`src/rtl/ps2_pkg.sv`:
```
// ps2_pkg: shared constants and FSM encoding for the PS/2 scancode receiver
package ps2_pkg;
    localparam logic [7:0] PS2_EXT = 8'hE0;
    localparam logic [7:0] PS2_BRK = 8'hF0;
    localparam int         ENTRY_W = 10;

    typedef enum logic [1:0] {
        IDLE   = 2'd0,
        DATA   = 2'd1,
        PARITY = 2'd2,
        STOP   = 2'd3
    } state_t;

    function automatic logic odd_parity_ok(input logic [7:0] b, input logic p);
        return ^{b, p};
    endfunction
endpackage

```
`src/rtl/ps2_sync_filter.sv`:
```
// ps2_sync_filter: 2-flop synchroniser followed by a FILTER_LEN-sample glitch filter
module ps2_sync_filter #(
    parameter int FILTER_LEN = 8
) (
    input  logic clk,
    input  logic reset,
    input  logic raw,
    output logic filt
);
    logic [1:0] sync;
    logic [7:0] cnt;

    // cnt counts consecutive samples that disagree with the current filtered level
    always_ff @(posedge clk or negedge reset) begin
        if (!reset) begin
            sync <= 2'b11;
            cnt  <= '0;
            filt <= 1'b1;
        end else begin
            sync <= {sync[0], raw};
            if (sync[1] == filt) begin
                cnt <= '0;
            end else if (cnt == 8'(FILTER_LEN - 1)) begin
                filt <= sync[1];
                cnt  <= '0;
            end else begin
                cnt <= cnt + 8'd1;
            end
        end
    end
endmodule

```
`src/rtl/ps2_scancode_rx.sv`:
```
// ps2_scancode_rx: PS/2 frame receiver with E0/F0 prefix folding and a FWFT scancode FIFO
module ps2_scancode_rx
    import ps2_pkg::*;
#(
    parameter int FILTER_LEN  = 8,
    parameter int FIFO_DEPTH  = 8,
    parameter int TIMEOUT_CYC = 200000
) (
    input  logic               clk,
    input  logic               reset,
    input  logic               ps2c,
    input  logic               ps2d,
    input  logic               rx_en,
    input  logic               rd_en,
    input  logic               clr_err,
    output logic [ENTRY_W-1:0] dout,
    output logic               valid,
    output logic               full,
    output logic               parity_err,
    output logic               frame_err,
    output logic               overflow
);
    localparam int AW = $clog2(FIFO_DEPTH);
    localparam int TW = $clog2(TIMEOUT_CYC + 1);

    logic c_filt, d_filt, c_q, fall;
    state_t state;
    logic [7:0] shreg;
    logic [2:0] bit_cnt;
    logic [TW-1:0] to_cnt;
    logic par_bad, ext, brk, push, pe_ev, fe_ev;
    logic [ENTRY_W-1:0] push_data;
    logic [AW:0] wr_ptr, rd_ptr;
    logic [ENTRY_W-1:0] mem [FIFO_DEPTH];
    logic empty, do_pop, do_push;

    ps2_sync_filter #(.FILTER_LEN(FILTER_LEN)) u_clk_filt (
        .clk(clk), .reset(reset), .raw(ps2c), .filt(c_filt)
    );
    ps2_sync_filter #(.FILTER_LEN(FILTER_LEN)) u_dat_filt (
        .clk(clk), .reset(reset), .raw(ps2d), .filt(d_filt)
    );

    assign fall = c_q & ~c_filt;

    always_ff @(posedge clk or negedge reset) begin
        if (!reset) begin
            c_q       <= 1'b1;
            state     <= IDLE;
            shreg     <= '0;
            bit_cnt   <= '0;
            to_cnt    <= '0;
            par_bad   <= 1'b0;
            ext       <= 1'b0;
            brk       <= 1'b0;
            push      <= 1'b0;
            push_data <= '0;
            pe_ev     <= 1'b0;
            fe_ev     <= 1'b0;
        end else begin
            c_q   <= c_filt;
            push  <= 1'b0;
            pe_ev <= 1'b0;
            fe_ev <= 1'b0;
            if (!rx_en) begin
                state  <= IDLE;
                ext    <= 1'b0;
                brk    <= 1'b0;
                to_cnt <= '0;
            end else if (state == IDLE) begin
                to_cnt <= '0;
                if (fall && !d_filt) begin
                    state   <= DATA;
                    bit_cnt <= '0;
                end
            end else if (!fall) begin
                if (to_cnt == TW'(TIMEOUT_CYC - 1)) begin
                    state  <= IDLE;
                    fe_ev  <= 1'b1;
                    ext    <= 1'b0;
                    brk    <= 1'b0;
                    to_cnt <= '0;
                end else begin
                    to_cnt <= to_cnt + 1'b1;
                end
            end else begin
                to_cnt <= '0;
                if (state == DATA) begin
                    shreg   <= {d_filt, shreg[7:1]};
                    bit_cnt <= bit_cnt + 3'd1;
                    if (bit_cnt == 3'd7) state <= PARITY;
                end else if (state == PARITY) begin
                    par_bad <= ~odd_parity_ok(shreg, d_filt);
                    state   <= STOP;
                end else begin
                    state <= IDLE;
                    fe_ev <= ~d_filt;
                    pe_ev <= par_bad;
                    // prefixes are folded into flags; everything else is a scancode
                    if (d_filt && !par_bad && shreg == PS2_EXT) begin
                        ext <= 1'b1;
                    end else if (d_filt && !par_bad && shreg == PS2_BRK) begin
                        brk <= 1'b1;
                    end else begin
                        push      <= d_filt & ~par_bad;
                        push_data <= {ext, brk, shreg};
                        ext       <= 1'b0;
                        brk       <= 1'b0;
                    end
                end
            end
        end
    end

    assign empty   = wr_ptr == rd_ptr;
    assign full    = (wr_ptr[AW] != rd_ptr[AW]) && (wr_ptr[AW-1:0] == rd_ptr[AW-1:0]);
    assign valid   = ~empty;
    assign do_pop  = rd_en & ~empty;
    assign do_push = push & (~full | do_pop);
    assign dout    = empty ? '0 : mem[rd_ptr[AW-1:0]];

    always_ff @(posedge clk) begin
        if (do_push) mem[wr_ptr[AW-1:0]] <= push_data;
    end

    always_ff @(posedge clk or negedge reset) begin
        if (!reset) begin
            wr_ptr     <= '0;
            rd_ptr     <= '0;
            parity_err <= 1'b0;
            frame_err  <= 1'b0;
            overflow   <= 1'b0;
        end else begin
            if (do_push) wr_ptr <= wr_ptr + 1'b1;
            if (do_pop)  rd_ptr <= rd_ptr + 1'b1;
            parity_err <= pe_ev | (parity_err & ~clr_err);
            frame_err  <= fe_ev | (frame_err & ~clr_err);
            overflow   <= (push & full & ~do_pop) | (overflow & ~clr_err);
        end
    end
endmodule

```
`config.mk`:
```
export PLATFORM = sky130hd
export DESIGN_NAME = ps2_scancode_rx
export DESIGN_NICKNAME = d
export VERILOG_FILES = /design/src/rtl/ps2_pkg.sv /design/src/rtl/ps2_sync_filter.sv /design/src/rtl/ps2_scancode_rx.sv
export SDC_FILE = /design/constraint.sdc
export NUM_CORES = 1
export LEC_CHECK = 0
export ABC_AREA = 1
export CORE_UTILIZATION = 41
export CTS_CLUSTER_DIAMETER = 80
export DETAILED_ROUTE_END_ITERATION = 16
export GPL_TIMING_DRIVEN = 0
export SLEW_MARGIN = 20
export SYNTH_ARGS = -nofsm -noshare
export SYNTH_HDL_FRONTEND = slang
export SYNTH_SLANG_ARGS = --single-unit
```
`constraint.sdc`:
```
create_clock -name clk -period 2.01 [get_ports clk]
set_input_delay 0.3015 -clock clk [delete_from_list [all_inputs] [get_ports clk]]
set_output_delay 0.3015 -clock clk [all_outputs]
set_load 0.05 [all_outputs]
```
Word-level counts from Yosys, hierarchy flattened
Memory sizes are Yosys's and may differ from the RTL's.
Cells that the tools add are included.

word-level totals
  bits of input ports = 7
  output and inout bits = 15
  memories = 1
  logic and storage cells = 157
  flip-flop bits (word level) = 81
  RAM bits = 80

cells by class
  bitwise operators = 28
  muxes and demuxes = 56
  eq/ne operators = 23
  reductions and logical operators = 20
  $add $sub $neg = 6

memories
  name  words  width  read ports  clocked after Yosys merged registers in  write ports  RTL line               RTL
  mem   8      10     1           0                                        1            ps2_scancode_rx.sv:34  logic [ENTRY_W-1:0] mem [FIFO_DEPTH];

operators with widths
  cell                                           number
  two-way mux 18 bit                             4
  two-way mux 1 bit                              35
  two-way mux 8 bit                              4
  adder 18 x 1 -> 18 bit, second input constant  1
  == test 18 bit, second input constant          1
  adder 8 x 1 -> 8 bit, second input constant    2
  == test 8 x 3 -> 1 bit, second input constant  2
  == test 8 bit, second input constant           2
  two-way mux 2 bit                              8
  NOT 1 bit                                      15
  AND reduction 5 bit                            3
  two-way mux 3 bit                              4
  two-way mux 10 bit                             1
  bitwise AND 1 bit                              9
  != test 3 bit, second input constant           3
  XOR reduction 9 bit                            1
  adder 4 x 1 -> 4 bit, second input constant    2
  AND reduction 4 bit                            2
  AND reduction 7 bit                            1
  logical AND 1 bit                              5
  != test 5 x 4 -> 1 bit, second input constant  1
  == test 4 bit                                  1
  != test 4 x 1 -> 1 bit, second input constant  1
  != test 4 bit, second input constant           1
  other kinds (17)                               24

Logic depth before layout (Yosys ltp)
Gate-level depths: netlist of the first run.

  depth in word-level cells = 10
  gate-level depth with buffers = 10

Cells and area by module
A second synthesis of the first run with hierarchy kept.

unflattened totals
  cells, all modules = 756
  area, all modules = 7,387.1 um^2

by module, submodules not included
  module           cells an instance  sequential area each (um^2)  area each (um^2)  instances
  ps2_scancode_rx  634                3,880.0                      6,316.1           1
  ps2_sync_filter  61                 279.0                        535.5             2

Worst setup path before layout of the first run
OpenSTA, ideal clock, no wires.

  path kind = reg-to-reg
  from = register wr_ptr[0]
  to = register overflow
  cell stages (with the launch flop) = 7
  buffers on the path = 1
  path slack = -0.176 ns
  arrival time = 2.103 ns
  cells stage by stage = dfrtp_1 -> buf_2 -> xnor2_1 -> nand2_1 -> nor3_1 -> nand3_1 -> o21ai_0

on the way
  elaborated cells on any way between the ends = 9

RTL lines
  item                             RTL line                RTL
  start, declared                  ps2_scancode_rx.sv:33   logic [AW:0] wr_ptr, rd_ptr;
  start signal, assigned           ps2_scancode_rx.sv:134  if (do_push) wr_ptr <= wr_ptr + 1'b1;
  == test 3 bit                    ps2_scancode_rx.sv:116  assign full = (wr_ptr[AW] != rd_ptr[AW]) && (wr_ptr[AW-1:0] == rd_ptr[AW-1:0]);
  logical AND 1 bit                ps2_scancode_rx.sv:116
  via full                         ps2_scancode_rx.sv:18   output logic full,
  bitwise AND 1 bit (2 in series)  ps2_scancode_rx.sv:138  overflow <= (push & full & ~do_pop) | (overflow & ~clr_err);
  bitwise OR 1 bit                 ps2_scancode_rx.sv:138
  end signal, assigned             ps2_scancode_rx.sv:138
  end, declared                    ps2_scancode_rx.sv:21   output logic overflow

The timed path passes the listed nets, and every way through them passes these cells.
A chain may end at the register's enable or synchronous reset.

Worst setup path in the final report of the first run
  from = register rd_ptr[1]
  to = output port dout[6]

on the way
  word-level cells in the longest chain between the ends = 2
  elaborated cells on any way between the ends = 3

ends and longest elaborated chain
  item                                                  RTL line                RTL
  start, declared                                       ps2_scancode_rx.sv:33
  start signal, assigned                                ps2_scancode_rx.sv:135  if (do_pop) rd_ptr <= rd_ptr + 1'b1;
  memory (8 x 10 bit) or == test 4 bit (tied branches)  n/a
  two-way mux 10 bit (*)                                ps2_scancode_rx.sv:120  assign dout = empty ? '0 : mem[rd_ptr[AW-1:0]];
  end, declared                                         ps2_scancode_rx.sv:16   output logic [ENTRY_W-1:0] dout,

Every way passes the cells marked *; elsewhere a longest branch is shown, timed or not.

==> flow_metrics.tcl, run 1 <==
set metrics [dict create \
    status "finished, violations left" \
    violations "negative setup slack" \
    endpoint "dout[6]" \
    min_path_type "input pin to register" \
    num_rows 48 \
    use_met3_pct 4.64 \
    rsz0062_at_grt "yes" \
    drc 0 \
    clock_latency_ns 0.43 \
    synth_xor_area_share_pct 2.61 \
    fin_ws_ns -0.258 \
    clk_pin_slew_ns 0.07 \
    initial_core_util_pct 42.3 \
    synth_top_area_cell "edfxtp_1" \
    overflow 0 \
    ff2ff_path_depth 9 \
    cp-startpoint "rd_ptr[1]" \
    peakVddDrop_v 0.00147 \
    seq_area_mm2 0.00444 \
    fin_setup_tns_ns -2.62 \
    ios 22 \
    setup_viol 22 \
    syn_area_mm2 0.00734 \
    ant_nets 0 \
    critPathMaxFanout 7 \
    start_kind "register" \
    die_w_um 136 \
    fill_cells 1532 \
    busiest_layer "met2" \
    critical_path_class "register to output pin" \
    hold_viol_final 0 \
    fin_nets 829 \
    synth_cell_types 38 \
    wl_per_cell_um 15.0 \
    ff2ff_setup_slack_ns -0.01 \
    syn_to_final_growth_pct 23.6 \
    final.setup_skew_ns 0.00906 \
    cts_buffer_depth 2 \
    ys_ff_latch 161 \
    r2r-end "mem[5][1]" \
    antenna_found_initial 0 \
    synth-compound-area-share_pct 7.06 \
    required_ns 1.71 \
    synthCells 747 \
    max_slew_margin_pct 66.3 \
    synth_fp_nets 765 \
    min_period_ns 2.27 \
    io_buffers 21 \
    reg2reg_from "wr_ptr[1]" \
    vias_per_cell 5.01 \
    max-cap-violations 0 \
    htree_num_levels 4 \
    cts_root_buf "clkbuf_16" \
    synth_area_leaders "edfxtp_1 (33%), dfrtp_1 (25%), nor2_1 (7.2%), nand2_1 (6.7%), o21ai_0 (4.3%)" \
    grt_pass1_vias 5012 \
    drt_first_pass_iters 5 \
    slew_viol_final 0 \
    use_met2_pct 30.2 \
    die_area_mm2 0.0184 \
    ys_seq_area_share_pct 60.5 \
    drive_gt1_share_pct 18.8 \
    avgSynthCellArea_um2 9.82 \
    cts.sinks 161 \
    drt_iter0_markers 467 \
    die_height_um 136 \
    min_period_over_period_pct 113 \
    finalWirelength_um 15800 \
    n_antenna_cell 0 \
    yosys_warnings 0 \
    vias 5258 \
    grt_pass1_wl_um 24900 \
    dpl.hpwl_um 10200 \
    cts_tree "built" \
    fmax_mhz 441 \
    arrival_ns 1.97 \
    min_from "ps2c" \
    synth_top_family_by_area "simple AND/OR/NAND/NOR gates" \
    synthMuxAreaShare_pct 1.36 \
    worst_pin_slew_ns 0.503 \
    cts_made_buffers 17 \
    leakagePower_nw 3.75 \
    synth.top_cell.area_share_pct 32.7 \
    core_area_mm2 0.0174 \
    synthAdderAreaFrac_pct 1.88 \
    grt.total_usage_pct 18.0 \
    power-per-cell-area_mw_per_mm2 1260 \
    finalPower_mw 11.4 \
    gr-usage-met1_pct 22.4 \
    gp_congestion 0.837 \
    multi_input_area_mm2 0.00273 \
    yosys.area_share.simple_pct 21.6 \
    grt_max_degree 50 \
    crit_path_end_kind "output pin" \
]
## flip-flops by register name, summed over array words and instances, names as in the netlist, 2 cells and up
register,count
u_clk_filt.cnt,8
shreg,8
rd_ptr,4
bit_cnt,3
u_clk_filt.sync,2
u_dat_filt.cnt,8
mem,80
state,2
wr_ptr,4
push_data,10
u_dat_filt.sync,2
to_cnt,18
## kinds of logic (layout without fill, tap and decap cells)
| family | count (synthesis) | in the layout |
|---|---|---|
| and+or+nand+nor | 363 | 363 |
| DFF | 161 | 161 |
| AOI/OAI and AO/OA | 96 | 96 |
| buffers and inverters | 85 | 162 |
| xor gates and xnor gates | 21 | 21 |
| adders and majority gates | 11 | 11 |
| muxes | 10 | 10 |
## critical path, stage by stage (launching register included)
cell and delay, ns:
dfrtp_1 0.39, buf_6 0.15, xnor2_2 0.20, nand2_2 0.11, nor2_4 0.12, nand2_4 0.12, buf_16 0.18, o21ai_4 0.06
nor2_2 0.07, buf_6 0.15
## final cells by class
class | count | share of cell area (%)
Clock inverter | 15 | 1.75
Buffer | 21 | 2.28
Sequential cell | 161 | 49.0
Inverter | 62 | 2.66
Clock buffer | 17 | 4.69
Timing Repair Buffer | 47 | 6.43
Multi-Input combinational cell | 501 | 30.1
Tap cell | 225 | 3.10
## synth_stat cells, drive strengths merged
cell      n
a21oi    11
a22o      2
a31oi     1
buf      19
clkbuf    4
dfrtp    74
dfstp     7
edfxtp   80
ha       11
inv      62
mux2i    10
nand2   137
nand3    53
nand3b    3
nand4     3
nor2    144
nor3     13
nor3b     7
o21ai    70
o21bai    2
o22ai    10
or2       3
xnor2    10
xor2     11
## metal layers
metal	vias up	wire length, um
met5	-	0
li1	2618	-
met3	15	591
met2	87	8040
met4	0	195
met1	2538	6940
## power by group
group | switching, mW | internal (mW)
Clock | 1.45 | 1.66
Sequential | 0.164 | 3.65
Combinational | 2.74 | 1.75
## worst min-delay path by stage
stage	end	slack [ns]	cells after the start
after floorplan	bit_cnt[0]	0.006	0
after global placement	u_dat_filt.sync[1]	0.35	0
after detailed placement	to_cnt[17]	0.28	1
after CTS	u_dat_filt.sync[0]	0.26	1
after global routing	u_dat_filt.sync[0]	0.26	1
final	u_clk_filt.sync[0]	0.28	1
## what timing repair did
item | CTS | global route
resized for setup | 146 | 33
setup buffers | 3 | 18
pin swaps | 12 | 16
gates cloned | 1 | 2
endpoints found under the hold margin | 29 | 0
hold buffers | 1 | 0
setup endpoints to repair | 92 | 76
## cell usage in the layout, fill, tap and decap left out, types with 4 or more instances in the layout
| master | n |
|---|---|
| dfstp_2 | 7 |
| xnor2_1 | 7 |
| dfrtp_1 | 72 |
| a21oi_1 | 10 |
| nand3_1 | 50 |
| buf_6 | 23 |
| inv_1 | 59 |
| nor2_1 | 121 |
| clkdlybuf4s50_1 | 8 |
| o21ai_0 | 45 |
| edfxtp_1 | 80 |
| xor2_1 | 10 |
| inv_6 | 4 |
| buf_12 | 8 |
| nand2_1 | 129 |
| clkbuf_16 | 18 |
| o21ai_1 | 16 |
| o21ai_2 | 7 |
| ha_1 | 11 |
| nand2_2 | 4 |
| inv_8 | 6 |
| buf_4 | 16 |
| nor3b_1 | 7 |
| mux2i_1 | 10 |
| nor2_2 | 13 |
| nor2_4 | 9 |
| nor3_1 | 12 |
| o22ai_1 | 10 |
## through the flow
stage	cell area (um^2)	instances	worst slack, ns	utilization (%)	hold WS (ns)
CTS	8710	1029	-0.230	50.2	0.263
global route	9070	1049	-0.323	52.3	0.263
detailed placement	7880	994	-0.689	45.4	0.282
finish	9070	1049	-0.258	52.3	0.275
floorplan	7360	747	0.0136	-	0.00591
global placement	7850	993	-2.15	45.2	0.346
Power figures use the tool's default switching activity.
==> run 2: changes to the inputs <==
--- a/config.mk
+++ b/config.mk
@@ -6,10 +6,11 @@
 export NUM_CORES = 1
 export LEC_CHECK = 0
 export ABC_AREA = 1
-export CORE_UTILIZATION = 41
+export CORE_UTILIZATION = 55
 export CTS_CLUSTER_DIAMETER = 80
 export DETAILED_ROUTE_END_ITERATION = 16
 export GPL_TIMING_DRIVEN = 0
+export PLACE_DENSITY = 0.72
 export SLEW_MARGIN = 20
 export SYNTH_ARGS = -nofsm -noshare
 export SYNTH_HDL_FRONTEND = slang
==> constraint.sdc (replaced) <==
create_clock -name clk -period 2.2 [get_ports clk]
set_input_delay 0.33 -clock clk [delete_from_list [all_inputs] [get_ports clk]]
set_output_delay 0.33 -clock clk [all_outputs]
set_load 0.05 [all_outputs]
==> run 2 against run 1 <==
  * The run still ends with negative setup slack left
  * Via count up 0.93%
  * Largest cell class unchanged
  * Total power down 8.4%
  * Global-route usage up 4.1 points
  * Critical endpoint is now dout[5]
  * Combinational power down 12%
  * Clock-buffer cell count up 1
  * Register-to-register slack better by 0.02 ns
  * Clock power down 4%
  * Non-clock buffer count down 7
  * Clock skew down 0.00097 ns
==> flow_metrics.tcl, run 2 (synthesis results as in run 1) <==
set metrics [dict create \
    vias 5307 \
    start_kind "register" \
    cts_buffer_depth 2 \
    largest_register_ffs 80 \
    rsz0062_at_grt "yes" \
    required_ns 1.87 \
    num_rows 41 \
    critPathMaxFanout 6 \
    initial_core_util_pct 57.2 \
    fin_ws_ns -0.0615 \
    drt_iter0_markers 340 \
    grt_max_degree 42 \
    reg2reg_from "rd_ptr[0]" \
    n_antenna_cell 0 \
    critical_path_class "register to output pin" \
    peakVddDrop_v 0.000487 \
    utilization_pct 68.6 \
    finalWirelength_um 15100 \
    min_from "ps2d" \
    ff2ff_path_depth 8 \
    intPower_mw 6.60 \
    grt_pass1_wl_um 24000 \
    min_path_type "input pin to register" \
    min_to "u_dat_filt.sync[0]" \
    max_slew_margin_pct 59.0 \
    syn_to_final_growth_pct 19.9 \
    cts_tree "built" \
    worst_pin_slew_ns 0.614 \
    fmax_mhz 442 \
    power.switching_mw 3.86 \
    hold_viol_final 0 \
    pre_cts_slack_ns -0.433 \
    ff2ff_setup_slack_ns 0.01 \
    leakagePower_nw 3.69 \
    placed_area_mm2 0.00778 \
    fill_cells 931 \
    min_period_ns 2.26 \
    vias_per_cell 5.37 \
    fin_nets 822 \
    io_buffers 21 \
    grt.total_usage_pct 22.1 \
    setup_viol 10 \
    ios 22 \
    cts.sinks 161 \
    antenna_found_initial 0 \
    status "finished, violations left" \
    min_period_over_period_pct 103 \
    seq_power_share_pct 33.6 \
    whs_ns 0.310 \
    final_area_mm2 0.00880 \
    pwr-share-comb_pct 37.9 \
    swShare_pct 36.9 \
    drive_gt1_share_pct 17.0 \
    htree_num_levels 4 \
    drc 0 \
    dpl.hpwl_um 9780 \
    final_common_cell "nand2_1" \
    die_height_um 118 \
    clock_latency_ns 0.43 \
    overflow 0 \
    max-cap-violations 0 \
    hold_path_depth 1 \
    violations "negative setup slack" \
    slew_viol_final 0 \
    wl_per_cell_um 15.3 \
    cts_root_buf "clkbuf_16" \
    gp_congestion 0.865 \
    die_area_mm2 0.0138 \
    crit_path_end_kind "output pin" \
    cts_made_buffers 17 \
    pwr-share-clk_pct 28.5 \
    most-common-layout-cells "nand2_1 (129), nor2_1 (124), edfxtp_1 (80)" \
    arrival_ns 1.93 \
    grt_pass1_vias 5117 \
    die_w_um 118 \
    drt_first_pass_iters 5 \
    final.setup_skew_ns 0.00808 \
    clk_pin_slew_ns 0.07 \
    r2r-end "mem[4][4]" \
    power-per-cell-area_mw_per_mm2 1190 \
    core_area_mm2 0.0128 \
    ant_nets 0 \
]
run 2: cell types whose count changed in the layout (fill, tap and decap cells not counted), sizes merged:
cell	previous run	this run
buf	55	46
bufinv	0	2
inv	70	68
clkbuf	21	24
clkinv	4	3
run 2: metal layers:
| layer | part of all wire, % | routed length, um | track usage [%] | up-vias |
|---|---|---|---|---|
| li1 | - | - | - | 2604 |
| met2 | 52 | 7860 | 37.8 | 130 |
| met1 | 42 | 6360 | 27.8 | 2551 |
| met3 | 4.2 | 638 | 4.70 | 22 |
| met4 | 1.6 | 243 | 8.33 | 0 |
| met5 | 0 | 0 | 0 | - |
run 2: layout make-up:
cell class                      instances  area [um^2]  share of cell area [%]
Sequential cell                       161         4440                    50.5
Multi-Input combinational cell        501         2650                    30.2
Timing Repair Buffer                   41          445                    5.06
Clock buffer                           18          429                    4.88
Inverter                               62          249                    2.83
Tap cell                              172          215                    2.45
Buffer                                 20          194                    2.20
Clock inverter                         14          168                    1.91
run 2: power by group through the flow:
stage / Combinational (mW) / Sequential, mW / Clock [mW]
final: 3.97 / 3.51 / 2.98
after global placement: 3.02 / 3.53 / 0
after global routing: 4.27 / 3.54 / 3.15
after detailed placement: 3.10 / 3.54 / 0
after floorplan: 2.23 / 3.51 / 0
after CTS: 3.26 / 3.53 / 3.01
run 2: critical path, stage by stage (launching register included):
cell,delay [ns]
dfrtp_2,0.42
buf_6,0.14
xnor2_2,0.16
nand2_2,0.10
nor2_4,0.13
nand2_4,0.10
clkbuf_16,0.19
o21ai_2,0.06
nor2_2,0.06
buf_6,0.15
run 2: what timing repair did:
| item | CTS | global route |
|---|---|---|
| endpoints found under the hold margin | 36 | 0 |
| gates resized for setup | 105 | 81 |
| gates cloned | 0 | 5 |
| hold buffers | 1 | 0 |
| pin swaps | 6 | 18 |
| buffers inserted | 5 | 8 |
| setup endpoints to repair | 72 | 57 |
run 2: how the worst max path moves through the flow:
| stage | start | slack (ns) | cells past startpoint | end |
|---|---|---|---|---|
| 3_3_place_gp | reset | -1.93 | 1 | push_data[7] |
| 3_5_place_dp | rd_ptr[1] | -0.43 | 7 | dout[2] |
| 4_1_cts | wr_ptr[1] | -0.1 | 9 | dout[7] |
| 5_1_grt | rd_ptr[0] | -0.13 | 9 | dout[5] |
| 6_report | rd_ptr[0] | -0.06 | 9 | dout[5] |
| 2_1_floorplan | wr_ptr[0] | 0.006 | 4 | full |
run 2: stage by stage:
| step | total power [mW] | setup TNS (ns) | cells |
|---|---|---|---|
| 2_1_floorplan | 5.74 | 0 | 747 |
| 3_3_place_gp | 6.55 | -165.33 | 940 |
| 3_5_place_dp | 6.64 | -17.48 | 941 |
| 4_1_cts | 9.80 | -0.569 | 976 |
| 5_1_grt | 11.0 | -3.14 | 989 |
| 6_report | 10.5 | -0.391 | 989 |
==> run 3: changes to the inputs <==
--- a/config.mk
+++ b/config.mk
@@ -6,12 +6,11 @@
 export NUM_CORES = 1
 export LEC_CHECK = 0
 export ABC_AREA = 1
-export CORE_UTILIZATION = 55
+export CORE_UTILIZATION = 56
 export CTS_CLUSTER_DIAMETER = 80
 export DETAILED_ROUTE_END_ITERATION = 16
 export GPL_TIMING_DRIVEN = 0
-export PLACE_DENSITY = 0.72
-export SLEW_MARGIN = 20
+export PLACE_DENSITY = 0.74
 export SYNTH_ARGS = -nofsm -noshare
 export SYNTH_HDL_FRONTEND = slang
 export SYNTH_SLANG_ARGS = --single-unit
==> constraint.sdc (replaced) <==
create_clock -name clk -period 2.35 [get_ports clk]
set_input_delay 0.3525 -clock clk [delete_from_list [all_inputs] [get_ports clk]]
set_output_delay 0.3525 -clock clk [all_outputs]
set_load 0.05 [all_outputs]
==> run 3 against run 2 <==
  * The run still ends with negative setup slack left
  * Combinational power is 18% lower
  * Register-to-register slack worse by 0.07 ns
  * Clock skew is 0.00075 ns lower
  * Sequential power is 6.3% lower
  * Via count is 2.1% lower
  * Sequential share of layout area is 1.0 points higher
  * Setup slack better by 0.0023 ns
  * Total power is 8.3% lower
  * Clock-buffer cell count stayed put
  * Critical endpoint is now mem[6][1]
  * Highest routed layer unchanged
==> flow_metrics.tcl, run 3 (synthesis results as in run 1) <==
set metrics [dict create \
    dpl.hpwl_um 9910 \
    vias 5198 \
    cts_buffer_depth 2 \
    gp_congestion 0.887 \
    required_ns 2.40 \
    critPathSlowestCell "nor2_1" \
    largest_register_ffs 80 \
    critPathMaxFanout 10 \
    min_path_type "input pin to register" \
    n_antenna_cell 0 \
    antenna_found_initial 0 \
    leakagePower_nw 3.59 \
    status "finished, violations left" \
    die_w_um 116 \
    fmax_mhz 415 \
    rsz0062_at_grt "yes" \
    clk_pin_slew_ns 0.06 \
    final.setup_skew_ns 0.00733 \
    grt_pass1_vias 5149 \
    vias_per_cell 5.31 \
    grt_max_degree 49 \
    critPathTopFamily "simple AND/OR/NAND/NOR gates" \
    fill_cells 993 \
    placed_area_mm2 0.00779 \
    finalWirelength_um 14300 \
    fin_setup_tns_ns -0.698 \
    max_slew_margin_pct 43.1 \
    drive_gt1_share_pct 14.0 \
    cts_tree "built" \
    max-cap-violations 0 \
    min_period_ns 2.41 \
    hold_viol_final 0 \
    overflow 0 \
    cts_made_buffers 17 \
    htree_num_levels 4 \
    io_buffers 21 \
    crit_path_end_kind "register" \
    power-per-cell-area_mw_per_mm2 1110 \
    grt_pass1_wl_um 23700 \
    min_period_over_period_pct 103 \
    initial_core_util_pct 57.7 \
    drc 0 \
    die_height_um 116 \
    start_kind "register" \
    setup_viol 20 \
    critical_path_class "register to register" \
    violations "negative setup slack" \
    cts.sinks 161 \
    wl_per_cell_um 14.7 \
    final_common_cell "nor2_1" \
    slew_viol_final 0 \
    most-common-layout-cells "nor2_1 (133), nand2_1 (129), edfxtp_1 (80)" \
    cts_root_buf "clkbuf_16" \
    core_area_mm2 0.0127 \
    drt_first_pass_iters 5 \
    arrival_ns 2.46 \
    num_rows 41 \
    dp_cells 941 \
    grt.total_usage_pct 23.3 \
    die_area_mm2 0.0136 \
    ant_nets 0 \
    clock_latency_ns 0.43 \
    stdcell_count 979 \
    syn_to_final_growth_pct 17.4 \
    worst_pin_slew_ns 0.850 \
    utilization_pct 67.7 \
    path_cells "xnor2_1 -> nand3b_4 -> nand3_1 -> nor2_1" \
    fin_ws_ns -0.0591 \
    peakVddDrop_v 0.000560 \
    final_area_mm2 0.00862 \
    critPathBufInv 0 \
    ff2ff_setup_slack_ns -0.06 \
    drt_iter0_markers 343 \
    fin_nets 812 \
    finalPower_mw 9.59 \
    cpPeakStageDelay_ns 0.71 \
    ios 22 \
]
==> run 3: cell types whose count changed in the layout (fill, tap and decap cells not counted), sizes merged <==
cell / delta
clkdlybuf4s15: +1
buf: -8
bufinv: +3
clkbuf: -3
clkinvlp: -2
clkinv: -1
==> run 3: final timing paths <==
check	start	endpoint	cells after the start
worst min-delay path	ps2d	u_dat_filt.sync[0]	1
max in group asynchronous	reset	u_dat_filt.sync[1]	3
min in group asynchronous	reset	to_cnt[0]	2
worst min register to register	u_clk_filt.sync[0]	u_clk_filt.sync[1]	0
worst max-delay path	rd_ptr[3]	mem[6][1]	4
worst max register to register	rd_ptr[3]	mem[6][1]	4
==> run 3: report_power, final <==
group	switching (mW)	internal [mW]
logic	2.08	1.18
clock network	1.14	1.90
registers	0.163	3.13
==> run 3: stage by stage <==
step | hold slack [ns] | setup slack, ns
detailed placement | 0.331 | -0.265
floorplan | 0.0569 | 0.134
CTS | 0.322 | -0.0716
global placement | 0.346 | -1.81
finish | 0.333 | -0.0591
global route | 0.320 | -0.194
==> run 3: cell type report <==
| cell class | count | area, um^2 | area share, % |
|---|---|---|---|
| sequential | 161 | 4440 | 51.5 |
| multi-input combinational | 501 | 2590 | 30.0 |
| clock buffer | 18 | 429 | 4.98 |
| timing repair buffer | 30 | 310 | 3.60 |
| inverter | 62 | 233 | 2.70 |
| clock inverter | 14 | 224 | 2.60 |
| tap | 172 | 215 | 2.50 |
| buffer | 21 | 178 | 2.06 |
==> run 3: per-layer routing <==
metal | GRT usage (%) | share of wire (%) | vias to the layer above
met5 | 0 | 0 | -
met4 | 9.66 | 1.8 | 0
met3 | 5.55 | 4.1 | 21
met2 | 40.1 | 51 | 108
met1 | 28.1 | 43 | 2496
li1 | - | - | 2573
==> run 3: repair_timing <==
action,CTS,global route
buffers inserted,1,5
setup endpoints to repair,12,48
hold buffers,1,0
hold endpoints to repair,29,0
resized for setup,88,55
pin swaps,6,9
cloned,1,0
